File: config.mk
export PLATFORM = sky130hd
export DESIGN_NAME = parking_gate_scheduler
export DESIGN_NICKNAME = d
export VERILOG_FILES = /design/src/rtl/parking_pkg.sv /design/src/rtl/parking_gate_scheduler_rr_arbiter.sv /design/src/rtl/parking_gate_scheduler.sv
export SDC_FILE = /design/constraint.sdc
export NUM_CORES = 1
export LEC_CHECK = 0
export BUFFER_PORTS_ARGS = -buffer_cell sky130_fd_sc_hd__buf_2
export CORE_ASPECT_RATIO = 0.8
export CORE_UTILIZATION = 50
export CTS_BUF_LIST = sky130_fd_sc_hd__clkbuf_4 sky130_fd_sc_hd__clkbuf_8
export CTS_CLUSTER_SIZE = 30
export DETAILED_ROUTE_END_ITERATION = 12
export GPL_ROUTABILITY_DRIVEN = 0
export GPL_TIMING_DRIVEN = 1
export HOLD_SLACK_MARGIN = 0.03
export PLACE_DENSITY_LB_ADDON = 0.12
export SKIP_LAST_GASP = 1
export SLEW_MARGIN = 20
export SYNTH_ARGS = -nofsm -noshare
export SYNTH_HDL_FRONTEND = slang
export SYNTH_SLANG_ARGS = --single-unit
File: constraint.sdc
create_clock -name clk -period 6 [get_ports clk]
set_input_delay 1.8 -clock clk [delete_from_list [all_inputs] [get_ports clk]]
set_output_delay 1.8 -clock clk [all_outputs]
set_load 0.01 [all_outputs]
File: src/rtl/parking_pkg.sv
// parking_pkg: shared types and constants for the car-parking gate scheduler.
//   park_state_t      - scheduler FSM states
//   PW_WIDTH          - per-lane password width
//   VEHICLE_NO_WIDTH  - plate number width, reserved for plate logging
//   max_int           - elaboration-time helper for sizing counters
package parking_pkg;

  localparam int PW_WIDTH         = 4;
  localparam int VEHICLE_NO_WIDTH = 32;

  typedef enum logic [2:0] {
    ST_IDLE,
    ST_GRANT,
    ST_CHECK,
    ST_OPEN,
    ST_REJECT
  } park_state_t;

  function automatic int max_int(input int a, input int b);
    return (a > b) ? a : b;
  endfunction

endpackage

File: src/rtl/parking_gate_scheduler_rr_arbiter.sv
// rr_arbiter: combinational round-robin pick over N requesters.
//   req   - request vector
//   last  - index of the previous winner (lowest priority this round)
//   grant - one-hot winner, 0 when no request
//   idx   - winner index, 0 when no request
// The pointer register lives in the caller.
module rr_arbiter #(
  parameter int N = 2
) (
  input  logic [N-1:0]         req,
  input  logic [$clog2(N)-1:0] last,
  output logic [N-1:0]         grant,
  output logic [$clog2(N)-1:0] idx
);

  localparam int IW = $clog2(N);

  int pos;

  // Walk offsets from farthest to nearest so the nearest requester after
  // 'last' is the final (winning) assignment.
  always_comb begin
    grant = '0;
    idx   = '0;
    pos   = 0;
    for (int k = N; k >= 1; k--) begin
      pos = int'(last) + k;
      if (pos >= N) pos = pos - N;
      if (req[pos]) begin
        grant = N'(1) << pos;
        idx   = IW'(pos);
      end
    end
  end

endmodule

File: src/rtl/parking_gate_scheduler.sv
// parking_gate_scheduler: shares one password checker / entry gate among
// NUM_LANES entry lanes, round-robin, only while the lot has free slots.
//   clk, reset            - clock, synchronous active-high reset
//   lane_req              - per-lane vehicle present (level)
//   lane_pw_entered       - per-lane password valid (level)
//   lane_password         - per-lane passwords, lane i at [4i+3:4i]
//   exit_req              - one-cycle pulse, a car left the lot
//   lane_grant            - one-hot checker owner, 0 when idle
//   chk_vehicle_present   - to checker, any lane granted
//   chk_password_entered  - granted lane's pw_entered while in GRANT
//   chk_password          - granted lane's password, 0 when idle
//   chk_result_valid/ok   - checker verdict
//   gate_open             - entry gate drive
//   lane_done/lane_reject - one-cycle per-lane outcome pulses
//   free_slots, lot_full  - occupancy
module parking_gate_scheduler
  import parking_pkg::*;
#(
  parameter int NUM_LANES        = 2,
  parameter int NUM_SLOTS        = 8,
  parameter int PW_TIMEOUT       = 16,
  parameter int GATE_OPEN_CYCLES = 4
) (
  input  logic                              clk,
  input  logic                              reset,
  input  logic [NUM_LANES-1:0]              lane_req,
  input  logic [NUM_LANES-1:0]              lane_pw_entered,
  input  logic [PW_WIDTH*NUM_LANES-1:0]     lane_password,
  input  logic                              exit_req,
  output logic [NUM_LANES-1:0]              lane_grant,
  output logic                              chk_vehicle_present,
  output logic                              chk_password_entered,
  output logic [PW_WIDTH-1:0]               chk_password,
  input  logic                              chk_result_valid,
  input  logic                              chk_result_ok,
  output logic                              gate_open,
  output logic [NUM_LANES-1:0]              lane_done,
  output logic [NUM_LANES-1:0]              lane_reject,
  output logic [$clog2(NUM_SLOTS+1)-1:0]    free_slots,
  output logic                              lot_full
);

  localparam int IW = $clog2(NUM_LANES);
  localparam int FW = $clog2(NUM_SLOTS+1);
  // One timer serves both the entry timeout and the gate-open window.
  localparam int TW = $clog2(max_int(PW_TIMEOUT, GATE_OPEN_CYCLES) + 1);

  localparam logic [FW-1:0] SLOTS_MAX = FW'(NUM_SLOTS);
  localparam logic [TW-1:0] PW_LAST   = TW'(PW_TIMEOUT - 1);
  localparam logic [TW-1:0] OPEN_LAST = TW'(GATE_OPEN_CYCLES - 1);

  park_state_t state, state_d;
  logic [NUM_LANES-1:0] grant_q, grant_d, arb_grant;
  logic [IW-1:0]        idx_q, idx_d, last_q, last_d, arb_idx;
  logic [TW-1:0]        tmr;
  logic [FW-1:0]        free_q;
  logic                 admit;

  logic [NUM_LANES-1:0][PW_WIDTH-1:0] pw_arr;
  assign pw_arr = lane_password;

  rr_arbiter #(.N(NUM_LANES)) u_arb (
    .req   (lane_req),
    .last  (last_q),
    .grant (arb_grant),
    .idx   (arb_idx)
  );

  always_comb begin
    state_d              = state;
    grant_d              = grant_q;
    idx_d                = idx_q;
    last_d               = last_q;
    admit                = 1'b0;
    lane_grant           = '0;
    chk_password_entered = 1'b0;
    chk_password         = '0;
    gate_open            = 1'b0;
    lane_done            = '0;
    lane_reject          = '0;
    unique case (state)
      ST_IDLE: begin
        // lot_full is registered, so a same-cycle exit cannot sway this pick
        if (|lane_req && !lot_full) begin
          state_d = ST_GRANT;
          grant_d = arb_grant;
          idx_d   = arb_idx;
          last_d  = arb_idx;
        end
      end
      ST_GRANT: begin
        lane_grant           = grant_q;
        chk_password         = pw_arr[idx_q];
        chk_password_entered = lane_pw_entered[idx_q];
        if (lane_pw_entered[idx_q])  state_d = ST_CHECK;
        else if (!lane_req[idx_q])   state_d = ST_IDLE;
        else if (tmr == PW_LAST)     state_d = ST_REJECT;
      end
      ST_CHECK: begin
        lane_grant   = grant_q;
        chk_password = pw_arr[idx_q];
        if (chk_result_valid) begin
          if (chk_result_ok) begin
            state_d = ST_OPEN;
            admit   = 1'b1;
          end else begin
            state_d = ST_REJECT;
          end
        end else if (tmr == PW_LAST) begin
          state_d = ST_REJECT;
        end
      end
      ST_OPEN: begin
        lane_grant   = grant_q;
        chk_password = pw_arr[idx_q];
        gate_open    = 1'b1;
        if (tmr == OPEN_LAST) begin
          lane_done = grant_q;
          state_d   = ST_IDLE;
        end
      end
      ST_REJECT: begin
        lane_grant   = grant_q;
        chk_password = pw_arr[idx_q];
        lane_reject  = grant_q;
        state_d      = ST_IDLE;
      end
      default: state_d = ST_IDLE;
    endcase
  end

  assign chk_vehicle_present = |lane_grant;
  assign free_slots          = free_q;
  assign lot_full            = (free_q == '0);

  always_ff @(posedge clk) begin
    if (reset) begin
      state   <= ST_IDLE;
      grant_q <= '0;
      idx_q   <= '0;
      last_q  <= IW'(NUM_LANES - 1);
      tmr     <= '0;
      free_q  <= SLOTS_MAX;
    end else begin
      state   <= state_d;
      grant_q <= grant_d;
      idx_q   <= idx_d;
      last_q  <= last_d;
      // timer counts cycles spent in the current state
      tmr     <= (state_d != state || state == ST_IDLE) ? '0 : tmr + 1'b1;
      if (admit && !exit_req)
        free_q <= free_q - 1'b1;
      else if (exit_req && !admit && free_q != SLOTS_MAX)
        free_q <= free_q + 1'b1;
    end
  end

endmodule

==> reports/qor.csv <==
stage;metric;value;unit
run_status;status;completed;
synthesis;syn avg cell area;8.726;um2
sta;final worst path period need;4096;ps
clocking;clk_lat worst skew;280;ps
floorplan;Boundary Pins;35;
synthesis;top cells by area, synth;dfxtp_1, nor2_1, ha_1;
critical_path;critical-path maximum fanout;3;
drt;1st-iter DRT viols;13;
synthesis;Post-synth EDFFs;0;
critical_path;Arr. time, crit path;2300;ps
clocking;Inserted Clock Buffers;3;
global_routing;antenna violations before repair;0;
synthesis;Synth top area share;29.67;%
place;dpl ws;1896;ps
drt;Detail Route Antenna Nets;0;
sta;Final Skew;3.779;ps
place;hpwl dp;1815;um
synthesis;cell with the most instances after synthesis;nor2_1;
final_layout;final non-filler cell total;175;
place;count of input and output buffers;34;
synthesis;library cells used by synthesis;44;
floorplan;row count;14;
sta;Max Freq;244.1;MHz
critical_path;critical path class;input pin to output port;
synthesis;sequential fraction of the synthesis area;29.67;%
clocking;htree depth;1;
floorplan;Starting Density;53.51;%
clocking;Post-CTS Setup Bufs;0;
drt;drt total wl;2253;um
clocking;CTS tree;built;
floorplan;Die Wd;52.31;um
drt;TritonRoute pass-1 iters;4;
sta;Slew Viols, Final;0;
critical_path;WP data required;4200;ps
global_routing;grt ovf;0;
sta;Setup violations, final;0;
sta;fin crit share;68.27;%
floorplan;Die Y;42.25;um
clocking;CTS clk-pin slew, worst paths;80;ps
clocking;CTS Hold Bufs;0;
power;Lkg Pwr;0.5652;nW
clocking;post_cts resized;0;
hold_path;Tightest Hold Check Type;register to register;
synthesis;Synthesized Nets;138;
job;max cap viols;0;
sta;pin slew with the least headroom to its limit;520.6;ps
power;Pwr Total;0.0002880;W
synthesis;Post-Synthesis Cells;116;
sta;final hold violations;0;
synthesis;Top FF cell, synth;dfxtp_1;
synthesis;yosys warns;0;
drt;average vias per placed instance;5.606;
synthesis;Post-synth top cells;nor2_1, dfxtp_1, inv_1;
critical_path;crit-path max cell delay;180;ps
final_layout;area delta synth->final;20.77;%
clocking;root buffer cell;clkbuf_4;
critical_path;Critical Path Source Type;input pin;
sta;relative slew slack;64.80;%
global_routing;largest net degree at the start of global routing;12;
clocking;clock sink count;15;
global_routing;GRT Overall Usage;22.34;%
floorplan;Core Region;1892;um2
synthesis;dominant cell type by area after synthesis;dfxtp_1;
global_routing;vias in the first global route;900;
drt;WL/cell;12.87;um
global_routing;first-pass GRT wire length;3691;um
critical_path;Slowest-stage cell, CP;nor2_1;
synthesis;Mapped Area;1012;um2
sta;setup TNS;0;ps
sta;Setup WS post-layout;1904;ps
place;Placed Instances;171;
synthesis;FFs w/ async S/R, synth;0;%
final_layout;share of post-route cells with drive strength above 1;32.45;%
power;VDD IR-drop max;0.1521;mV
floorplan;die area;2210;um2
sta;RSZ-0062 raised after global routing;no;
critical_path;CP Capture Type;output port;
synthesis;flops & latches, synth;15;
final_layout;n_diodes;0;
power;Power Density;235.6;nW/um2
critical_path;Most Frequent Cell on Critical Path;buf_2;
drt;Vias;981;
sta;Hold WS;470.8;ps
critical_path;worst path cell trace;buf_2, mux2i_1, nor2_1, buf_2;
final_layout;# nets final;174;
clocking;CTS Buffer Depth;2;
drt;DRC Markers;0;
registers in the layout, indices dropped and copies added, names as in the netlist:
signal      cells
free_slots      4
grant_q         2
last_q          1
state           3
tmr             5
worst max-delay path: cells and delay by family:
kind / cells / cell delay (ps)
mux: 1 / 70
simple gates: 1 / 180
buf+inv: 2 / 250
placed cells by master, fill, tap and decap left out, types with 3 or more instances in the layout:
master,Yosys,final
nor3_1,6,6
nand3b_1,3,3
ha_1,4,4
a211oi_1,3,3
buf_2,1,34
mux2i_1,5,5
dfxtp_1,15,15
and2_1,3,3
nor2_1,21,21
inv_1,7,7
xnor2_1,3,3
clkbuf_4,0,4
a21oi_1,5,5
power by group:
| group | switching, W | internal [W] | total (W) |
|---|---|---|---|
| Sequential | 0.0000171 | 0.000110 | 0.000127 |
| Combinational | 0.0000538 | 0.0000456 | 0.0000994 |
| Clock | 0.0000316 | 0.0000303 | 0.0000620 |
metal layers:
| metal | vias up | global-route usage, % | part of all wire, % |
|---|---|---|---|
| met1 | 458 | 26.46 | 45 |
| met4 | 0 | 8.947 | 0.75 |
| li1 | 485 | - | - |
| met3 | 2 | 3.261 | 6.2 |
| met5 | - | 0 | 0 |
| met2 | 36 | 39.49 | 48 |
cell families after synthesis:
group                      after synthesis  share of synthesized area, %
buffers and inverters                   11                         5.439
xor gates and xnor gates                 5                         4.327
muxes                                    6                         6.427
DFF                                     15                         29.67
adders and majority gates                5                         6.922
and+or+nand+nor                         57                         35.60
AOI/OAI and AO/OA                       17                         11.62
stage by stage:
stage / utilization (%) / instance area [um2]
finish: 64.62 / 1222
global route: 64.62 / 1222
CTS: 64.62 / 1222
detailed placement: 63.03 / 1192
global placement: 63.03 / 1192
floorplan: - / 1012
worst paths after layout:
check | startpoint | end | slack (ps) | cells after the start
worst max-delay path | lane_pw_entered[1] | chk_password_entered | 1900 | 4
worst min-delay path | tmr[0] | tmr[0] | 470 | 1
worst max register to register | state[2] | free_slots[3] | 3360 | 9
worst min register to register | tmr[0] | tmr[0] | 470 | 1
final cells by class:
type                    count  area (um2)
flip-flops and latches     15       300.3
clock buffers               4       30.03
inverters                   8       35.03
well taps                  24       30.03
fillers                   167       669.4
multi-input cells          90       656.9
repair buffers             34       170.2
No activity file was read; power rests on OpenSTA's default activity.
